### src/rtl/freq_hop_sched.sv
// Frequency-hop scheduler.
// Steps a channel select through a sequential or LFSR-driven order. Each hop
// is followed by an NCO blanking window (SETTLE cycles) and then a dwell
// window in which downstream samples are valid. Clock enable freezes everything.
module freq_hop_sched #(
   parameter int NUM_CH  = 6,
   parameter int DWELL_W = 16,
   parameter int SETTLE  = 4
) (
   input  logic               clk,
   input  logic               rst,
   input  logic               en,
   input  logic               start,
   input  logic               stop,
   input  logic               mode,
   input  logic [DWELL_W-1:0] dwell,
   output logic [2:0]         word,
   output logic               hop,
   output logic               settled,
   output logic               busy,
   output logic [15:0]        hop_cnt
);

   // Settle counter only needs to hold SETTLE-1.
   localparam int SW = (SETTLE > 1) ? $clog2(SETTLE) : 1;
   localparam logic [SW-1:0] SETTLE_LAST = SW'(SETTLE - 1);
   localparam logic [2:0]    LAST_CH     = 3'(NUM_CH - 1);

   typedef enum logic [1:0] {
      ST_IDLE,
      ST_SETTLE,
      ST_DWELL
   } state_t;

   state_t             state;
   logic [SW-1:0]      settle_cnt;
   logic [DWELL_W-1:0] dwell_cnt;
   logic [DWELL_W-1:0] dwell_lat;
   logic               mode_lat;
   logic [6:0]         lfsr;
   logic               hop_q;

   logic [6:0]         lfsr_adv;
   logic [2:0]         rand_first;
   logic [2:0]         rand_next;
   logic [2:0]         seq_next;

   // One step of the x^7 + x^6 + 1 Fibonacci LFSR (shift left, feedback into bit 0).
   function automatic logic [6:0] lfsr_step(input logic [6:0] s);
      return {s[5:0], s[6] ^ s[5]};
   endfunction

   // Fold a 3-bit value into the channel range 0..NUM_CH-1.
   function automatic logic [2:0] fold_ch(input logic [2:0] c);
      logic [3:0] t;
      t = {1'b0, c};
      for (int i = 0; i < 8; i++) begin
         if (t >= 4'(NUM_CH)) t = t - 4'(NUM_CH);
      end
      return t[2:0];
   endfunction

   // Step past the current channel so a hop never lands on the same word.
   function automatic logic [2:0] avoid_repeat(input logic [2:0] c, input logic [2:0] cur);
      if (c != cur) return c;
      return (c == LAST_CH) ? 3'd0 : c + 3'd1;
   endfunction

   // Candidate channels for the next hop in each ordering mode.
   always_comb begin
      lfsr_adv   = lfsr_step(lfsr);
      rand_first = fold_ch(lfsr_adv[2:0]);
      rand_next  = avoid_repeat(rand_first, word);
      seq_next   = (word == LAST_CH) ? 3'd0 : word + 3'd1;
   end

   // Hop sequencing FSM with registered outputs; en=0 freezes all state.
   always_ff @(posedge clk) begin
      if (rst) begin
         state      <= ST_IDLE;
         word       <= 3'd0;
         hop_q      <= 1'b0;
         settled    <= 1'b0;
         busy       <= 1'b0;
         hop_cnt    <= 16'd0;
         lfsr       <= 7'h01;
         dwell_lat  <= DWELL_W'(1);
         mode_lat   <= 1'b0;
         settle_cnt <= '0;
         dwell_cnt  <= '0;
      end else if (en) begin
         hop_q <= 1'b0;
         case (state)
            ST_IDLE: begin
               if (start && !stop) begin
                  state      <= ST_SETTLE;
                  busy       <= 1'b1;
                  settled    <= 1'b0;
                  hop_q      <= 1'b1;
                  hop_cnt    <= 16'd1;
                  settle_cnt <= SETTLE_LAST;
                  mode_lat   <= mode;
                  dwell_lat  <= (dwell == '0) ? DWELL_W'(1) : dwell;
                  if (mode) begin
                     lfsr <= lfsr_adv;
                     word <= rand_first;
                  end else begin
                     word <= 3'd0;
                  end
               end
            end
            ST_SETTLE: begin
               if (stop) begin
                  state   <= ST_IDLE;
                  busy    <= 1'b0;
                  settled <= 1'b0;
               end else if (settle_cnt == '0) begin
                  state     <= ST_DWELL;
                  settled   <= 1'b1;
                  dwell_cnt <= dwell_lat - DWELL_W'(1);
               end else begin
                  settle_cnt <= settle_cnt - SW'(1);
               end
            end
            ST_DWELL: begin
               if (stop) begin
                  state   <= ST_IDLE;
                  busy    <= 1'b0;
                  settled <= 1'b0;
               end else if (dwell_cnt == '0) begin
                  state      <= ST_SETTLE;
                  settled    <= 1'b0;
                  hop_q      <= 1'b1;
                  hop_cnt    <= hop_cnt + 16'd1;
                  settle_cnt <= SETTLE_LAST;
                  if (mode_lat) begin
                     lfsr <= lfsr_adv;
                     word <= rand_next;
                  end else begin
                     word <= seq_next;
                  end
               end else begin
                  dwell_cnt <= dwell_cnt - DWELL_W'(1);
               end
            end
            default: begin
               state   <= ST_IDLE;
               busy    <= 1'b0;
               settled <= 1'b0;
            end
         endcase
      end
   end

   // The hop flag is held through a freeze so its one enabled cycle is not
   // lost, but it is masked while en=0 so a pulse is never stretched.
   assign hop = hop_q & en;

endmodule

### config.mk
export PLATFORM = sky130hd
export DESIGN_NAME = freq_hop_sched
export DESIGN_NICKNAME = d
export VERILOG_FILES = /design/src/rtl/freq_hop_sched.sv
export SDC_FILE = /design/constraint.sdc
export NUM_CORES = 1
export LEC_CHECK = 0
export CELL_PAD_IN_SITES_DETAIL_PLACEMENT = 1
export CELL_PAD_IN_SITES_GLOBAL_PLACEMENT = 2
export CORE_ASPECT_RATIO = 1.2
export CORE_MARGIN = 5
export CORE_UTILIZATION = 33
export CTS_BUF_LIST = sky130_fd_sc_hd__clkbuf_16
export DETAILED_ROUTE_END_ITERATION = 12
export GPL_TIMING_DRIVEN = 0
export MAX_ROUTING_LAYER = met4
export PLACE_DENSITY_LB_ADDON = 0.1
export SLEW_MARGIN = 30
export SYNTH_ARGS = -nofsm -noshare
export SYNTH_HDL_FRONTEND = slang
export SYNTH_SLANG_ARGS = --single-unit
export TNS_END_PERCENT = 1
### constraint.sdc
create_clock -name clk -period 4.25 [get_ports clk]
set_clock_uncertainty 0.15 [all_clocks]
set_input_delay 0.425 -clock clk [delete_from_list [all_inputs] [get_ports clk]]
set_output_delay 0.425 -clock clk [all_outputs]
set_load 0.01 [all_outputs]
---- Word level (Yosys, flattened, before mapping) ----
Index checks and enable logic that the tools add are counted.
word-level totals
  register bits after elaboration ......... 66
  bits of input ports ..................... 22
  output and inout bits ................... 22
  word-level logic and storage cells ...... 129
cells by class
  $add $sub $neg .......................... 14
  order comparisons ....................... 8
  equality and inequality tests ........... 17
  muxes and demuxes ....................... 60
  bitwise gates (word level) .............. 2
  reductions and logical operators ........ 17
operators by type and width
  operator                                              number
  two-way mux 16 bit                                    8
  one-hot mux 16 bit (2 select lines)                   2
  two-way mux 7 bit                                     5
  logical NOT 16 bit                                    2
  subtractor 16 x 1 -> 16 bit (second input constant)   2
  two-way mux 3 bit                                     10
  >= comparator 4 x 3 -> 1 bit (second input constant)  7
  two-way mux 4 bit                                     7
  subtractor 4 x 3 -> 4 bit (second input constant)     6
  two-way mux 2 bit                                     10
  inequality test 2 bit (second input constant)         9
  adder 16 x 1 -> 16 bit (second input constant)        1
  one-hot mux 7 bit (2 select lines)                    1
  AND reduction 7 bit                                   2
  one-hot mux 2 bit (3 select lines)                    2
  two-way mux 1 bit                                     11
  adder 3 x 1 -> 3 bit (second input constant)          2
  == test 3 bit (second input constant)                 2
  inequality test 3 bit (second input constant)         2
  one-hot mux 3 bit (2 select lines)                    1
  AND reduction 3 bit                                   2
  AND reduction 6 bit                                   1
  AND reduction 5 bit                                   1
  logical NOT 2 bit                                     2
  18 further kinds                                      20

---- Longest topological paths before layout ----
Gate-level depths: netlist (run 1).
  word-level depth ........................ 24
  gate-level depth with buffers ........... 14
  depth with buffers taken out ............ 9

---- Worst setup path after synthesis (run 1) ----
No wires, ideal clock.
  kind .................................... flip-flop to flip-flop
  start point ............................. register state[0]
  end point ............................... register dwell_cnt[6]
  arrival time ............................ 2922 ps
  data required time ...................... 3968 ps
  slack ................................... 1046 ps
  cell stages (with the launch flop) ...... 15
  path buffers ............................ 5
  period minus slack after synthesis ...... 3204 ps
  cells stage by stage .................... dfxtp_1 > inv_1 > ha_1 > buf_2 > buf_4 > buf_2 > buf_1 > mux2i_1 > ha_1 > inv_1 > a211o_1 > clkbuf_1 > o21a_1 > o311ai_1 > a21oi_1
on the way
  cells in the longest elaborated chain, start to end .. 3
ends and longest elaborated chain
  element                                                                              line  RTL
  start: declaration                                                                   35    state_t state;
  start signal: assignment                                                             80    state <= ST_IDLE;
  start signal: assignment                                                             96    state <= ST_SETTLE;
  start signal: assignment                                                             114   state <= ST_IDLE;
  == test 2 bit / == test 2 x 1 -> 1 bit (equally long branches)                       93    case (state)
  inequality test 2 bit (no source line) / nonzero test 2 bit (equally long branches)  -
  AND reduction 6 bit (no source line)                                                 -
  end signal: assignment                                                               120   dwell_cnt <= dwell_lat - DWELL_W'(1);
  end signal: assignment                                                               143   dwell_cnt <= dwell_cnt - DWELL_W'(1);
  end: declaration                                                                     37    logic [DWELL_W-1:0] dwell_cnt;
Several ways; a longest one is shown, not always the timed one.
A chain may end at the register's enable or synchronous reset.

---- Worst setup path in the final report (run 1) ----
Same ends and word-level chain as after synthesis.

==> results.toml, run 1 <==
[cts]
cts.repair.resized = 0
cts_sinks = 66
tritoncts = "built"
root_buffer = "clkbuf_16"
path_clk_slew_ns = 0.06
cts_buffer_depth = 2
ctsHtreeMaxLevel = 3
clock_latency_ns = 0.34
cts_made_buffers = 9
post_cts_buffers = 0
cts_hold_buf = 0

[logic_synthesis]
synth_nets = 513
ys_warn_count = 0
synth-edff-count = 0
ys_types = 70
ys_seq_area_share_pct = 34.3
async_flop_share_pct = 0
syn_avg_cell_area_um2 = 7.96
netlist_area_mm2 = 0.00385
synth_area_leaders = "dfxtp_1, a21oi_1, nand2_1, mux2i_1, nand3_1"
synth_top_area_share_pct = 34.3
synth_flop_cell = "dfxtp_1"
synth_cells = 484
ys_ff_latch = 66
yosysTopAreaCell = "dfxtp_1"

[route]
postRouteWirelength_mm = 13.0
viasPerCell = 5.70
vias = 3972
dr.pass1.iters = 4
drc_errors = 0
antenna_left = 0
wire_per_inst_um = 18.7
drt_iter0_markers = 137

[global_route]
grt_pass1_wl_mm = 21.0
grt_start_max_net_pins = 13
grt_pass1_vias = 3979
antenna_found_initial = 0
track_usage_pct = 19.8
grt_overflow = 0

[cells_and_area]
area_growth_pct = 23.9
n_antenna_cell = 0
fin_nets = 564
mostFrequentLayoutCell = "dfxtp_1"
layout_common_cells = "dfxtp_1, nand2_1, a21oi_1"
drive_gt1_share_pct = 7.59

[floorplanning]
core_area_mm2 = 0.0115
start_util_pct = 33.5
pin_count = 44
fp-row-count = 43
dieArea_mm2 = 0.0139
die_h_um = 128
die_w_um = 109

[min_path]
min_path_type = "reg2reg"

[power_and_ir_drop]
ir_drop_uv = 197
p_per_area_mw_per_mm2 = 347
total_leakage_power_nw = 1.61

[sta]
tns_ns = 0
worstMarginPinSlew_ns = 0.838
max_freq_ghz = 0.262
timing.max_slew.rel_slack_pct = 43.6
finalSetupViolations = 0
min_period_over_period_pct = 89.8
post-route-min-period_ns = 3.82
slew_viol_final = 0
rsz0062_at_grt = "no"
layout_setup_ws_ns = 0.433
hold_viol = 0

[setup_path]
crit_path_max_fanout = 19
endpoint_kind = "register"
required_ns = 4.29
start_kind = "register"
critPathArrivalTime_ns = 3.86
critPathKind = "reg2reg"

[outcome]
status = "finished clean"

[flow_run]
cap_violations = 0

[placed_design]
gp_congestion = 0.845
port_buffers = 41
pre_cts_ws_ns = 0.195
hpwl_mm = 9.78
cell families (layout without fill, tap and decap cells):
kind of cell | count (synthesis) | in the layout | share of synthesized area (%)
flip-flops | 66 | 66 | 34.3
XOR/XNOR | 2 | 2 | 0.455
buffers and inverters | 40 | 96 | 4.68
multiplexers | 20 | 20 | 5.52
adder cells (fa/ha/maj) | 7 | 7 | 2.27
AND/OR/NAND/NOR | 194 | 194 | 26.1
AO/OA/AOI/OAI | 155 | 155 | 26.7
final cells by class:
cell class | count | area, um2
plain buffers | 28 | 135
clock buffers | 9 | 225
clock inverters | 7 | 92.6
fillers | 1407 | 6740
inverters | 11 | 41.3
multi-input cells | 378 | 2350
flip-flops and latches | 66 | 1320
well taps | 157 | 196
repair buffers | 41 | 410
sequential cells by signal, indices dropped and copies added (netlist names):
register,cells
settle_cnt,2
mode_lat,1
state,2
dwell_lat,16
word,3
dwell_cnt,16
busy,1
lfsr,7
hop_q,1
settled,1
hop_cnt,16
cell usage after synthesis (7+ instances only):
| cell | count |
|---|---|
| dfxtp_1 | 66 |
| nand2_1 | 61 |
| a21oi_1 | 51 |
| nand3_1 | 28 |
| o21ai_0 | 24 |
| nor2_1 | 20 |
| nand2b_1 | 19 |
| clkbuf_1 | 18 |
| mux2i_1 | 14 |
| inv_1 | 11 |
| nor4_1 | 11 |
| nor3_1 | 10 |
| or3_1 | 9 |
| ha_1 | 7 |
| o21a_1 | 7 |
| o311ai_0 | 7 |
per-layer routing:
layer / up-vias / global-route usage [%] / wire [um]
li1: 1930 / - / -
met1: 1963 / 22.7 / 5580
met2: 60 / 35.5 / 6830
met3: 19 / 3.01 / 377
met4: 0 / 5.79 / 248
met5: - / - / 0
power by group:
part           internal (mW)  total, mW  switching [mW]
combinational         0.0777      0.196           0.118
clock                  0.513      0.812           0.299
sequential             0.633      0.650          0.0164
final timing paths:
| kind | start | to | slack, ns | depth (start not counted) |
|---|---|---|---|---|
| worst min register to register | lfsr[4] | lfsr[5] | 0.32 | 2 |
| worst max-delay path | state[0] | dwell_cnt[6] | 0.43 | 14 |
| worst min-delay path | lfsr[4] | lfsr[5] | 0.32 | 2 |
| worst max register to register | state[0] | dwell_cnt[6] | 0.43 | 14 |
worst max-delay path, cell delays in order, from the launching register on:
cell      delay, ns
dfxtp_1        0.34
inv_1          0.09
ha_1           0.27
buf_2          0.28
buf_4          0.27
buf_2          0.41
buf_6          0.23
mux2i_1        0.20
ha_1           0.23
inv_1          0.12
a211o_1        0.23
clkbuf_1       0.23
o21a_1         0.24
o311ai_1       0.28
a21oi_1        0.10
metrics by stage:
step           util [%]  std cells  hold slack (ns)  power [mW]  cell area, um2
2_1_floorplan         -        484            0.290       0.782            3850
3_3_place_gp       38.7        682            0.303       0.856            4460
3_5_place_dp       38.7        682            0.308       0.861            4460
4_1_cts            41.5        698            0.318        1.67            4780
5_1_grt            41.5        697            0.336        1.72            4770
6_report           41.5        697            0.315        1.66            4770
No activity file was read; power rests on OpenSTA's default activity.
==> run 2, diff against run 1 <==
--- a/config.mk
+++ b/config.mk
@@ -5,13 +5,14 @@
 export SDC_FILE = /design/constraint.sdc
 export NUM_CORES = 1
 export LEC_CHECK = 0
+export CAP_MARGIN = 10
 export CELL_PAD_IN_SITES_DETAIL_PLACEMENT = 1
 export CELL_PAD_IN_SITES_GLOBAL_PLACEMENT = 2
 export CORE_ASPECT_RATIO = 1.2
-export CORE_MARGIN = 5
 export CORE_UTILIZATION = 33
 export CTS_BUF_LIST = sky130_fd_sc_hd__clkbuf_16
 export DETAILED_ROUTE_END_ITERATION = 12
+export GPL_ROUTABILITY_DRIVEN = 0
 export GPL_TIMING_DRIVEN = 0
 export MAX_ROUTING_LAYER = met4
 export PLACE_DENSITY_LB_ADDON = 0.1
==> run 2 against run 1 <==
- first-iteration DRC count shrank 2.2%
- cell area shrank 0.24%
- sequential power is essentially flat
- global-route usage grew 3.4 points
- worst hold slack gained 0.0055 ns
- clock-buffer cell count is the same
- combinational power is essentially flat
- critical endpoint unchanged
==> results.toml, run 2 (synthesis results as in run 1) <==
[sta]
holdWs_ns = 0.321
slew_viol_final = 0
rsz0062_at_grt = "no"
worstMarginPinSlew_ns = 0.828
layout_setup_ws_ns = 0.397
tns_ns = 0
hold_viol = 0
finalSetupViolations = 0
min_period_over_period_pct = 90.7
max_freq_ghz = 0.260
post-route-min-period_ns = 3.85
timing.max_slew.rel_slack_pct = 44.3

[route]
drc_errors = 0
vias = 3963
drt_iter0_markers = 134
postRouteWirelength_mm = 12.9
viasPerCell = 5.71
antenna_left = 0
dr.pass1.iters = 5
wire_per_inst_um = 18.6

[global_route]
grt_start_max_net_pins = 12
track_usage_pct = 23.2
grt_pass1_vias = 4092
grt_pass1_wl_mm = 21.1
antenna_found_initial = 0
grt_overflow = 0

[cts]
clock_latency_ns = 0.34
tritoncts = "built"
cts_hold_buf = 0
post_cts_buffers = 0
path_clk_slew_ns = 0.06
cts_made_buffers = 9
cts_buffer_depth = 2
ctsHtreeMaxLevel = 3
cts_sinks = 66
cts.repair.resized = 0
root_buffer = "clkbuf_16"

[setup_path]
crit_path_max_fanout = 19
critical_path.startpoint = "state[0]"
endpoint = "dwell_cnt[6]"
start_kind = "register"
endpoint_kind = "register"
ff2ff_setup_slack_ns = 0.40
critPathArrivalTime_ns = 3.89
r2r-start = "state[0]"
critPathKind = "reg2reg"
reg2regPathDepth = 14
worstReg2RegEnd = "dwell_cnt[6]"
required_ns = 4.29

[placed_design]
pre_cts_ws_ns = 0.150
port_buffers = 41
hpwl_mm = 9.61
dpl.cell_count = 679
postPlaceCellArea_mm2 = 0.00446

[cells_and_area]
n_antenna_cell = 0
layout.cells.non_filler = 694
area_growth_pct = 23.6
mostFrequentLayoutCell = "dfxtp_1"
drive_gt1_share_pct = 7.22
finalInstanceArea_mm2 = 0.00476
largestRegisters = "dwell_cnt: 16 flops, dwell_lat: 16 flops, hop_cnt: 16 flops"
layout_common_cells = "dfxtp_1, nand2_1, a21oi_1"
fin_nets = 564
fillers = 1370
fin_util_pct = 42.5

[floorplanning]
fp-row-count = 42
core_area_mm2 = 0.0112
die_w_um = 101
pin_count = 44
dieArea_mm2 = 0.0121
start_util_pct = 34.4
die_h_um = 120

[power_and_ir_drop]
clock_power_share_pct = 48.6
combPwrFrac_pct = 11.9
p_int_mw = 1.22
total_power_mw = 1.64
total_leakage_power_nw = 1.61
ir_drop_uv = 216
pwr-share-seq_pct = 39.6
p_per_area_mw_per_mm2 = 345
switchingPower_uw = 425
swShare_pct = 25.9

[min_path]
min_path_type = "reg2reg"

[outcome]
status = "finished clean"

[flow_run]
cap_violations = 0
run 2: changes by cell type in the layout (fill, tap and decap cells not counted):
cell        previous run  this run
clkinv_1               1         2
clkinv_4               0         1
clkinvlp_4             2         0
inv_1                 11        12
inv_6                  1         0
run 2: area by class of cell:
class | instances | area (um2) | share of cell area, %
Timing Repair Buffer | 41 | 410 | 8.62
Buffer | 28 | 135 | 2.84
Multi-Input combinational cell | 378 | 2350 | 49.4
Clock buffer | 9 | 225 | 4.73
Tap cell | 154 | 193 | 4.05
Sequential cell | 66 | 1320 | 27.7
Inverter | 11 | 41.3 | 0.867
Clock inverter | 7 | 85.1 | 1.79
run 2: worst min-delay path by stage:
stage,endpoint,slack [ns],startpoint,depth (start not counted)
global placement,lfsr[4],0.30,lfsr[3],2
finish,lfsr[3],0.32,lfsr[2],2
CTS,lfsr[3],0.33,lfsr[2],2
detailed placement,lfsr[5],0.32,lfsr[4],2
global route,lfsr[5],0.36,lfsr[4],2
floorplan,lfsr[3],0.29,lfsr[2],2
run 2: power by group through the flow:
stage               logic (mW)  clock network [mW]  registers, mW
floorplan                0.122                   0          0.660
global placement         0.191                   0          0.663
detailed placement       0.196                   0          0.664
CTS                      0.197               0.810          0.651
global route             0.216               0.843          0.652
finish                   0.195               0.798          0.650
run 2: worst max-delay path: stages, from the launching register on:
cell	delay [ns]
dfxtp_1	0.34
inv_1	0.09
ha_1	0.29
buf_2	0.29
buf_4	0.27
buf_2	0.42
buf_6	0.23
mux2i_1	0.21
ha_1	0.23
inv_1	0.11
a211o_1	0.23
clkbuf_1	0.23
o21a_1	0.23
o311ai_1	0.27
a21oi_1	0.10
run 2: routing by layer:
metal | up-vias | wire (um) | global-route usage [%] | share of wire, %
met5 | - | 0 | - | 0
met4 | 0 | 170 | 7.97 | 1.3
met3 | 16 | 391 | 4.34 | 3.0
met2 | 64 | 6810 | 41.7 | 53
met1 | 1952 | 5540 | 25.5 | 43
li1 | 1931 | - | - | -
